**src/rtl/fetch_seq_pkg.sv**
```systemverilog
// Shared types for the fetch sequencer: register widths, ALU commands and FSM states.
package register_types;
  typedef logic [15:0] addr_t;
  typedef logic [7:0]  data_t;
endpackage

package addr_alu_types;
  typedef enum logic [1:0] {PASS, INC, DEC} cmd_t;
endpackage

package fetch_types;
  typedef enum logic [1:0] {FETCH, HOLD, FAULT} state_t;
endpackage

```
**src/rtl/fetch_seq_addr_alu.sv**
```systemverilog
// Address ALU: pass/increment/decrement modulo 2^16; zflag flags a carry or borrow
// out of bit 15, i.e. FFFF->0000 on INC and 0000->FFFF on DEC.
module addr_alu
  import register_types::*;
  import addr_alu_types::*;
(
  input  addr_t a,
  input  cmd_t  cmd,
  output addr_t y,
  output logic  zflag
);
  logic [16:0] sum;

  always_comb begin
    sum = {1'b0, a};
    case (cmd)
      INC:     sum = {1'b0, a} + 17'd1;
      DEC:     sum = {1'b0, a} - 17'd1;
      default: sum = {1'b0, a};
    endcase
  end

  assign y     = sum[15:0];
  assign zflag = sum[16];
endmodule

```
**src/rtl/fetch_seq.sv**
```systemverilog
// Fetch sequencer: one request in flight, one-entry output buffer, jump redirect.
// Define FETCH_WRAP_TRAP_EN to trap (FAULT state, wrap_fault=1) after a PC wrap.
module fetch_seq
  import register_types::*;
  import addr_alu_types::*;
  import fetch_types::*;
#(
  parameter addr_t RESET_PC = 16'h0000
) (
  input  logic  clk,
  input  logic  rst_n,
  input  logic  jump_valid,
  input  addr_t jump_addr,
  output logic  mem_req,
  output addr_t mem_addr,
  input  logic  mem_ack,
  input  data_t mem_rdata,
  output logic  out_valid,
  output data_t out_data,
  output addr_t out_addr,
  input  logic  out_ready,
  output addr_t pc,
  output logic  wrap_fault
);
`ifdef FETCH_WRAP_TRAP_EN
  localparam bit TRAP_EN = 1'b1;
`else
  localparam bit TRAP_EN = 1'b0;
`endif

  state_t state;
  addr_t  pc_inc;
  logic   pc_wrap;
  logic   pend;

  addr_alu u_alu (
    .a     (pc),
    .cmd   (INC),
    .y     (pc_inc),
    .zflag (pc_wrap)
  );

  always_ff @(posedge clk) begin
    if (!rst_n) begin
      state    <= FETCH;
      pc       <= RESET_PC;
      out_data <= '0;
      out_addr <= '0;
      pend     <= 1'b0;
    end else begin
      case (state)
        FETCH: begin
          // A jump wins over a same-cycle ack: the returned word is dropped.
          if (jump_valid) begin
            pc <= jump_addr;
          end else if (mem_ack) begin
            out_data <= mem_rdata;
            out_addr <= pc;
            pc       <= pc_inc;
            pend     <= pc_wrap;
            state    <= HOLD;
          end
        end
        HOLD: begin
          if (jump_valid) begin
            pc    <= jump_addr;
            pend  <= 1'b0;
            state <= FETCH;
          end else if (out_ready) begin
            pend  <= 1'b0;
            state <= (TRAP_EN && pend) ? FAULT : FETCH;
          end
        end
        FAULT: begin
          if (jump_valid) begin
            pc    <= jump_addr;
            pend  <= 1'b0;
            state <= FETCH;
          end
        end
        default: state <= FETCH;
      endcase
    end
  end

  assign mem_req   = (state == FETCH);
  assign mem_addr  = pc;
  assign out_valid = (state == HOLD);

`ifdef FETCH_WRAP_TRAP_EN
  assign wrap_fault = (state == FAULT);
`else
  assign wrap_fault = 1'b0;
`endif
endmodule

```
**config.mk**
```make
export PLATFORM = sky130hd
export DESIGN_NAME = fetch_seq
export DESIGN_NICKNAME = d
export VERILOG_FILES = /design/src/rtl/fetch_seq_pkg.sv /design/src/rtl/fetch_seq_addr_alu.sv /design/src/rtl/fetch_seq.sv
export SDC_FILE = /design/constraint.sdc
export NUM_CORES = 1
export LEC_CHECK = 0
export ABC_AREA = 1
export CORE_MARGIN = 3
export CORE_UTILIZATION = 42
export DETAILED_ROUTE_END_ITERATION = 7
export PLACE_DENSITY = 0.91
export RECOVER_POWER = 100
export SYNTH_ARGS = -nofsm -noshare
export SYNTH_HDL_FRONTEND = slang
export SYNTH_SLANG_ARGS = --single-unit
```
**constraint.sdc**
```tcl
create_clock -name clk -period 1.5 [get_ports clk]
set_input_delay 0.3 -clock clk [delete_from_list [all_inputs] [get_ports clk]]
set_output_delay 0.3 -clock clk [all_outputs]
set_load 0.02 [all_outputs]
```
==> metrics.md <==
| Metric | Value |
|---|---|
| Outcome | complete, no violations |
| Clk Latency, worst-skew pair | 290 ps |
| PD cells | 912.6 nW/µm² |
| Synthesized netlist cell count | approximately 290 |
| Clock network power share | 32.0% |
| Fin Clk Skew | 8.312 ps |
| Met3 usage | 5.437% |
| Startpoint types | register |
| Sw Ratio | 29.04% |
| Final period util | 96.64% |
| Clk buf depth | 2 |
| Met2 usage | a little over a third |
| Primary FF master, synth | dfxtp_1 |
| Synth cell types | 34 |
| Max cap viols | 0 |
| Sink Count | between 40 and 50 |
| I/O pin count | 88 |
| Share of power burned in registers | 43.3% |
| Largest net degree at the start of global routing | 36 |
| Share of the synthesized area in the top cell type | 39.90% |
| Total of warnings raised by yosys | 0 |
| Post-DP HPWL | 4848 µm |
| Hold Worst Slack | between 400 and 500 ps |
| Vias in the first global route | around 2,200 |
| Die area | 5773 µm² |
| Worst-case reg-to-reg path depth | 10 |
| Clock-pin slew on the worst setup and hold paths | 70 ps |
| CP endpoint kind | output pin |
| WP data arrival | 1150 ps |
| Total core area | 4534 µm² |
| Die width | about 76 µm |
| Hold depth | 2 |
| Chip height | 75.98 µm |
| Root Buffer | clkbuf_8 |
| WS Path Type | reg -> out |
| WP data required | 1200 ps |
| Post-route ant nets | 0 |
| Post-synth EDFFs | 0 |
| Fmax | roughly 700 MHz |
| Unrepaired setup endpoints after global routing | no |
| Wire per inst | around 14 µm |
| Crit Reg-Reg Startpoint | mem_addr[4]$_SDFFE_PN0P_ |
| GR Overflow Total | 0 |
| Post-DP Area | 3049 µm² |
| Hold Path Origin | out_addr[10]$_SDFFE_PN0P_ |
| Layout cells sized above 1 | between 15 and 20% |
| PortBufs | 86 |
| GR peak layer | met2 |
| Layout fillers | 388 |
| Tot GR Track Use | 21.37% |
| Fin nets | 412 |
| Final Hold Violating Endpoints | 0 |
| FP Rows | 24 |
| First-pass GRT wire length | 10,250 µm |
| Gate power share | 24.7% |
| Hold Crit Endpoint | out_addr[10]$_SDFFE_PN0P_ |
| Antenna Cells | 0 |
| Syn nets | 317 |
| Sequential area share after synthesis | 39.90% |
| Placed Cells | ~440 |
| Max Slew Vio Count | 0 |
| FF-to-FF End | mem_addr[9]$_SDFFE_PN0P_ |
| Power consumption | 2.836 mW |
| Worst hold path type | reg -> reg |
| Crit path time final | 1450 ps |
| Finished Cell Area | 3108 µm² |
| Post-synth design cell area | 2057 µm² |
| Top-count cell post-synth | nor2_1 |
| Post-route insts no fill | roughly 450 |
| Total routed wirelength | 6238 µm |
| Initial antenna violation count | 0 |
| Sw Pwr | 823.8 µW |
| R2R Setup Slk | 140 ps |
| Gpl congestion | 0.9315 |
| Layout area overhead | 51.09% |
| VDD IR max | 0.5217 mV |
| CTS Buf Count | 5 |
| Synth cell count leaders | nor2_1, nand2_1, dfxtp_1, o21ai_0, a21oi_1 |
| Final setup violation count | 0 |
| DRC | 0 |
| Ranking of synthesized cells by area | dfxtp_1, nor2_1, nand2_1, o21ai_0, buf_4 |
| Met1 usage | 26.99% |
| CTS Hold Bufs | 0 |
| Yosys top cell by area | dfxtp_1 |
| Syn Area/Cell | between 7 and 8 µm² |
| Internal power | 2.013 mW |
| Via density | 5.083 |
| Htree depth | 2 |
| Yosys reg bits | slightly above 40 |
| Initial DRC Count | approximately 160 |
| Worst-path fanout max | 4 |
| Leakage | 1.495 nW |
| Post-layout util | 68.54% |
| DR vias | between 2,000 and 2,500 |
| DR pass1 iterations | 5 |
| CTS tree | yes |
| Async S/R FF share, synth | 0% |
| Initial core utilization | 45.36% |
-- metal layers --
layer  routed length [µm]  up-vias
li1                     -     1117
met1                 2694     1045
met2                 2998      109
met3                  492        6
met4                   53        0
met5                    0        -
-- how the worst max path moves through the flow --
| stage | start | endpoint | slack (ps) | cells past startpoint |
|---|---|---|---|---|
| floorplan | mem_addr[1]$_SDFFE_PN0P_ | mem_addr[14]$_SDFFE_PN0P_ | 40 | 8 |
| global placement | mem_ack | mem_addr[15]$_SDFFE_PN0P_ | -130 | 7 |
| detailed placement | jump_valid | out_addr[13]$_SDFFE_PN0P_ | -200 | 7 |
| CTS | mem_addr[5]$_SDFFE_PN0P_ | mem_addr[5] | 40 | 1 |
| global route | mem_addr[0]$_SDFFE_PN0P_ | mem_addr[8]$_SDFFE_PN0P_ | 9 | 7 |
| finish | state[0]$_SDFFE_PN0P_ | mem_req | 50 | 2 |
-- cell type report --
class,instances,area [µm²],area share (%)
Clock buffer,7,86.33,2.778
Clock inverter,1,30.03,0.9662
Inverter,24,92.59,2.979
Multi-Input combinational cell,194,972.2,31.28
Sequential cell,41,827.0,26.61
Tap cell,65,81.33,2.617
Timing Repair Buffer,116,1018,32.77
-- cells by family (layout without fill, tap and decap cells) --
logic type / count (synthesis) / after routing / share of synthesized area [%]
and+or+nand+nor: 126 / 126 / 28.41
AOI/OAI and AO/OA: 65 / 65 / 17.34
buffers and inverters: 52 / 148 / 13.14
DFF: 41 / 41 / 39.90
adders and majority gates: 1 / 1 / 0.6082
other: 1 / 1 / 0.1823
xor gates and xnor gates: 1 / 1 / 0.4259
-- critical path: stages (launching register included) --
cell	delay, ps
dfxtp_1	440
inv_1	80
dlygate4sd2_1	330
-- placed cells by master, fill, tap and decap left out, drive strengths merged, types with 2 or more instances in the layout --
| master | netlist | routed |
|---|---|---|
| o221ai | 3 | 3 |
| buf | 24 | 26 |
| nor2 | 52 | 52 |
| inv | 24 | 24 |
| o211ai | 2 | 2 |
| nand2 | 48 | 48 |
| dlygate4sd2 | 0 | 58 |
| clkdlybuf4s50 | 0 | 27 |
| o21ai | 34 | 34 |
| a21oi | 21 | 21 |
| clkbuf | 4 | 11 |
| nor3 | 6 | 6 |
| nand4 | 3 | 3 |
| nand3 | 15 | 15 |
| dfxtp | 41 | 41 |
-- timing repair --
item / 4_1_cts / 5_1_grt
pin swaps: 0 / 1
gates resized for setup: 58 / 8
endpoints found under the setup margin: 58 / 10
setup buffers: 0 / 1
-- sequential cells by signal, indices dropped and copies added, names as in the netlist --
| signal | flops |
|---|---|
| out_addr | 16 |
| mem_addr | 16 |
| state | 1 |
| out_data | 8 |
-- power groups by stage --
stage               Combinational (mW)  Clock [mW]  Sequential (mW)
floorplan                        0.290           0             1.35
global placement                 0.753           0             1.25
detailed placement               0.772           0             1.25
CTS                              0.699       0.922             1.23
global route                     0.756       0.968             1.24
finish                           0.699       0.908             1.23
-- metrics by stage --
step	setup slack, ps	setup TNS (ps)
3_3_place_gp	-133.8	-2519
6_report	50.40	0
3_5_place_dp	-203.0	-4779
2_1_floorplan	39.82	0
5_1_grt	9.058	0
4_1_cts	41.09	0
Power figures use the tool's default switching activity.
==> edit 1 (config.mk and constraints unchanged) <==
Re-encode `state_t` (3 states) as one-hot, 3 bits wide.
--- a/src/rtl/fetch_seq_pkg.sv
+++ b/src/rtl/fetch_seq_pkg.sv
@@ -9,6 +9,6 @@
 endpackage
 
 package fetch_types;
-  typedef enum logic [1:0] {FETCH, HOLD, FAULT} state_t;
+  typedef enum logic [2:0] {FETCH = 3'b001, HOLD = 3'b010, FAULT = 3'b100} state_t;
 endpackage
 
Behaviour: no difference found for any inputs over 10 cycles, from zero or initial values and one cycle with rst_n low; not proved beyond that.
==> edit 1 against the original RTL <==
- sequential cell count increased by 1
- synthesized area increased by 7.1%
- critical path depth increased by 7
- critical endpoint is now out_addr[9]
- register-to-register slack got worse by 0.17 ns
- largest cell class unchanged
- design area increased by 13%
- worst setup slack got worse by 0.078 ns
- final cell count increased by 9.2%
- the flow now finishes with violations (setup timing)
- count of clock-buffer cells in the layout decreased by 1
- critical path type is now reg2reg
- routed wire length increased by 21%
Power is not compared: it rests on default switching activity, and its combinational part moved more than twofold at a synthesized area within 25%.
==> edit 1: results (changes against the original RTL) <==
* Setup ws final at -0.0274 ns (was 0.0504 ns)
* Largest net degree at the start of global routing at 27 (was 36)
* Cells after Synth at 318 (was 287)
* CP max stage delay at 0.37 ns (was 0.44 ns)
* Fillers at 371 (was 388)
* Status: finished, violations left (was complete, no violations)
* Post-synth top cells: nor2_1 (56), nand2_1 (55), dfxtp_1 (42) (was nor2_1 (47), nand2_1 (43), dfxtp_1 (41))
* Post-synth cell types at 32 (was 34)
* Vias in the first global route at 2421 (was 2193)
* First-pass GRT wire length at 10.9 mm (was 10.2 mm)
* DRT iter0 DRCs at 292 (was 162)
* Failing checks: setup timing
* Crit path from: state[1] (was state[0])
* Setup_tns at -0.0759 ns (was 0 ns)
* Inst Count DP at 470 (was 439)
* Syn_nets at 350 (was 317)
* All-layer global routing usage at 21.6% (was 21.4%)
* CP delay by family, top: buffers and inverters (was flip-flops)
* Seq/Total Area, Yosys at 38.2% (was 39.9%)
* # nets final at 453 (was 412)
* Worst Reg-to-Reg Cells at 9 (was 10)
* Crit path max-delay cell type: dfxtp_2 (was dfxtp_1)
* Routed WL at 7.58 mm (was 6.24 mm)
* Final setup fails at 4 (was 0)
* Worst Clk Skew at 0.00466 ns (was 0.00831 ns)
* Ratio of cells with drive above 1 in the final layout at 19.4% (was 15.1%)
* Non-filler cells, final at 489 (was 448)
* Placed wire-length estimate at 4.98 mm (was 4.85 mm)
* Pre-CTS WS at -0.253 ns (was -0.203 ns)
## edit 1: cell count changes after synthesis, moves of 3 or more
cell / unedited run / this run
nand3_1: 12 / 15
inv_1: 20 / 24
nand2_2: 4 / 0
o21ai_0: 32 / 36
a21oi_1: 21 / 25
nor2_1: 47 / 56
nand2_1: 43 / 55
o221ai_1: 3 / 0
nor3_1: 6 / 1
o22ai_1: 1 / 5
## edit 1: what timing repair did
| action | in CTS | in global routing |
|---|---|---|
| pin swaps | 0 | 10 |
| setup endpoints to repair | 66 | 31 |
| setup buffers | 0 | 6 |
| gates resized for setup | 65 | 43 |
| gates cloned | 0 | 5 |
## edit 1: worst register-to-register path: stages, from the launching register on
cell,delay (ns)
dfxtp_2,0.37
inv_2,0.06
ha_4,0.15
buf_4,0.14
inv_1,0.09
nor2_4,0.05
buf_6,0.13
clkbuf_16,0.15
o21ai_0,0.20
a21oi_1,0.08
## edit 1: worst min-delay path by stage
stage,startpoint,endpoint,cells after the start
finish,out_data[7],out_data[7],2
global placement,out_addr[11],out_addr[11],2
detailed placement,out_data[2],out_data[2],2
floorplan,mem_rdata[0],out_data[0],2
global route,out_data[7],out_data[7],2
CTS,state[0],state[0],2
## edit 1: power by group
group          internal (W)  total [W]  switching [W]
logic               0.00198    0.00446        0.00248
registers           0.00147    0.00179       0.000320
clock network      0.000497   0.000897       0.000401
## edit 1: cell type report
type / count / area share [%]
inverters: 28 / 3.54
clock inverters: 2 / 1.07
clock buffers: 6 / 2.07
repair inverters: 2 / 0.679
well taps: 67 / 2.40
flip-flops and latches: 42 / 24.2
multi-input cells: 219 / 32.0
repair buffers: 123 / 34.0
## edit 1: kinds of logic after synthesis
group	after synthesis	share of synthesized area, %
AND/OR/NAND/NOR	139	26.8
AO/OA/AOI/OAI	75	18.7
buffers and inverters	57	14.0
flip-flops	42	38.2
adder cells (fa/ha/maj)	3	1.70
XOR/XNOR	1	0.398
other	1	0.170
## edit 1: through the flow
step	total power [W]	instance area, µm²	hold WS, ns	util, %
CTS	0.00613	3230	0.501	66.3
global route	0.00755	3500	0.550	71.7
global placement	0.00542	3180	0.488	65.3
detailed placement	0.00554	3180	0.505	65.3
finish	0.00715	3500	0.512	71.7
floorplan	0.00411	2210	0.435	-
## edit 1: routing by layer
layer / vias to the layer above / track usage, % / wire length, µm
met4: 0 / 6.29 / 298
met3: 40 / 5.62 / 693
met1: 1258 / 24.7 / 2950
li1: 1218 / - / -
met2: 161 / 39.1 / 3640
met5: - / 0 / 0
==> edit 2 (config.mk and constraints unchanged) <==
Without the edit above. Build with the macro `FETCH_WRAP_TRAP_EN` defined.
--- a/src/rtl/fetch_seq.sv
+++ b/src/rtl/fetch_seq.sv
@@ -1,5 +1,7 @@
 // Fetch sequencer: one request in flight, one-entry output buffer, jump redirect.
 // Define FETCH_WRAP_TRAP_EN to trap (FAULT state, wrap_fault=1) after a PC wrap.
+`define FETCH_WRAP_TRAP_EN
+
 module fetch_seq
   import register_types::*;
   import addr_alu_types::*;
Function: changed (a bounded check fails within 4 cycles, from zero or initial values and one cycle with rst_n low).
==> edit 2 against the original RTL <==
- the flow now finishes with violations (setup timing)
- design area is 18% higher
- clock power grew 7.0%
- non-clock buffer count rose by 13
- maximum frequency is 11% lower
- highest routed layer unchanged
- clock skew shrank 0.0040 ns
- worst setup slack worse by 0.17 ns
- synthesized area rose by 11%
- sequential cell count increased by 2
- routed wire length rose by 27%
- total power up 30%
==> edit 2: results (changes against the original RTL) <==
* Failing checks: setup timing
* Pleak at 1.72 nW (was 1.50 nW)
* M1 GR Usage at 26.1% (was 27.0%)
* All-layer global routing usage at 22.7% (was 21.4%)
* Post-synth cell types at 30 (was 34)
* Routed WL at 7.91 mm (was 6.24 mm)
* FFs w/ async S/R, synth at 0% (unchanged)
* Syn Area/Cell at 6.94 µm² (was 7.17 µm²)
* DRT iter0 DRCs at 179 (was 162)
* Critical Path AT at 1.82 ns (was 1.15 ns)
* Crit path from: mem_addr[6] (was state[0])
* Gr ovfl total at 0 (unchanged)
* Detailed Routing Iterations Pass 1 at 5 (unchanged)
* Final setup fails at 18 (was 0)
* Worst-path maximum fanout at 5 (was 4)
* Crit path max-delay cell type: dfxtp_1 (unchanged)
* Fillers at 413 (was 388)
* Hold Startpoint: pend (was out_addr[10])
* Routed len/inst at 15.6 µm (was 13.9 µm)
* Top cells by area, synth: dfxtp_1 (38%), nor2_1 (9.9%), nand2_1 (9.4%), o21ai_0 (8.4%), a21oi_1 (5.9%) (was dfxtp_1 (40%), nor2_1 (8.6%), nand2_1 (7.8%), o21ai_0 (7.8%), buf_4 (6.6%))
* Port bufs at 87 (was 86)
* Worst slew pin tran at 0.505 ns
* Clk Latency, worst-skew pair at 0.30 ns
* Vias/cell at 5.31 (was 5.08)
* CTS Buf Count at 5 (unchanged)
* CP max stage delay at 0.44 ns (about the same)
* Vias in the first global route at 2454 (was 2193)
* Initial antenna violation count at 0 (unchanged)
* H-tree levels at 2 (unchanged)
* Placed wire-length estimate at 5.14 mm (was 4.85 mm)
* GP Congestion at 0.911 (was 0.932)
* Met3 Use GR at 5.64% (was 5.44%)
* Seq/Total Area, Yosys at 37.8% (was 39.9%)
* Met2 usage at 40.0% (was 36.4%)
* # nets final at 470 (was 412)
* VDD IR max at 619 µV (was 522 µV)
* Warnings, synthesis at 0 (unchanged)
* Worst-path clk slew at 0.09 ns (was 0.07 ns)
* Ratio of cells with drive above 1 in the final layout at 25.4% (was 15.1%)
* Setup ws final at -0.123 ns (was 0.0504 ns)
* Setup_tns at -0.801 ns (was 0 ns)
* Largest net degree at the start of global routing at 35 (was 36)
* Post-synth top cells: nor2_1 (60), nand2_1 (57), dfxtp_1 (43) (was nor2_1 (47), nand2_1 (43), dfxtp_1 (41))
* Status: finished, violations left (was complete, no violations)
* Inst Count DP at 483 (was 439)
* CTS Buffer Depth at 2 (unchanged)
* Syn_nets at 362 (was 317)
* Worst Clk Skew at 0.00434 ns (was 0.00831 ns)
* CP delay by family, top: simple AND/OR/NAND/NOR gates (was flip-flops)
* First-pass GRT wire length at 11.3 mm (was 10.2 mm)
==> edit 2: final cells by class <==
| cell class | instances | area, µm² | area share, % |
|---|---|---|---|
| timing repair buffer | 129 | 1180 | 32.4 |
| clock buffer | 6 | 82.6 | 2.26 |
| clock inverter | 2 | 38.8 | 1.06 |
| sequential | 43 | 872 | 23.9 |
| timing repair inverter | 1 | 3.75 | 0.103 |
| multi-input combinational | 229 | 1270 | 34.8 |
| inverter | 27 | 116 | 3.18 |
| tap | 70 | 87.6 | 2.40 |
==> edit 2: through the flow <==
stage | area [µm²] | total power [W] | worst slack, ns
floorplan | 2290 | 0.00208 | 0.0185
global placement | 3290 | 0.00260 | -0.215
detailed placement | 3290 | 0.00263 | -0.262
CTS | 3450 | 0.00355 | -0.0900
global route | 3650 | 0.00386 | -0.221
finish | 3650 | 0.00368 | -0.123
==> edit 2: logic make-up after synthesis <==
family | count (synthesis) | share of synthesized area, %
AOI/OAI and AO/OA | 77 | 19.1
xor gates and xnor gates | 1 | 0.385
adders and majority gates | 5 | 2.75
buffers and inverters | 56 | 12.9
DFF | 43 | 37.8
and+or+nand+nor | 146 | 27.1
==> edit 2: path summary, 6_finish.rpt <==
path                                      to  slack (ns)  cells past startpoint
worst max-delay path            mem_addr[11]       -0.12                      7
worst min-delay path                state[1]        0.50                      2
worst max register to register  mem_addr[11]       -0.12                      7
worst min register to register      state[1]        0.50                      2
==> edit 2: routing by layer <==
layer	wire [µm]	vias to the layer above	share of wire, %
met5	0	-	0
met4	265	0	3.4
met3	602	26	7.6
met2	4050	148	51
met1	2990	1252	38
li1	-	1267	-
==> edit 2: repair_timing <==
action | 4_1_cts | 5_1_grt
setup buffers | 7 | 7
gates cloned | 1 | 1
endpoints found under the setup margin | 75 | 25
pin swaps | 6 | 12
resized for setup | 86 | 49
==> edit 2: power by group <==
part           total, W  internal [W]  switching (W)
registers       0.00137       0.00126       0.000107
clock network  0.000972      0.000548       0.000424
logic           0.00134      0.000585       0.000754
total           0.00368       0.00239        0.00129
==> edit 2: worst reg2reg max path, cell delays in order (launching register included) <==
cell and delay, ns:
dfxtp_1 0.44, nand2_1 0.14, nor2_1 0.25, nand2_1 0.18
o21ai_1 0.25, nand3_1 0.12, nand2_1 0.09, nor2_1 0.04
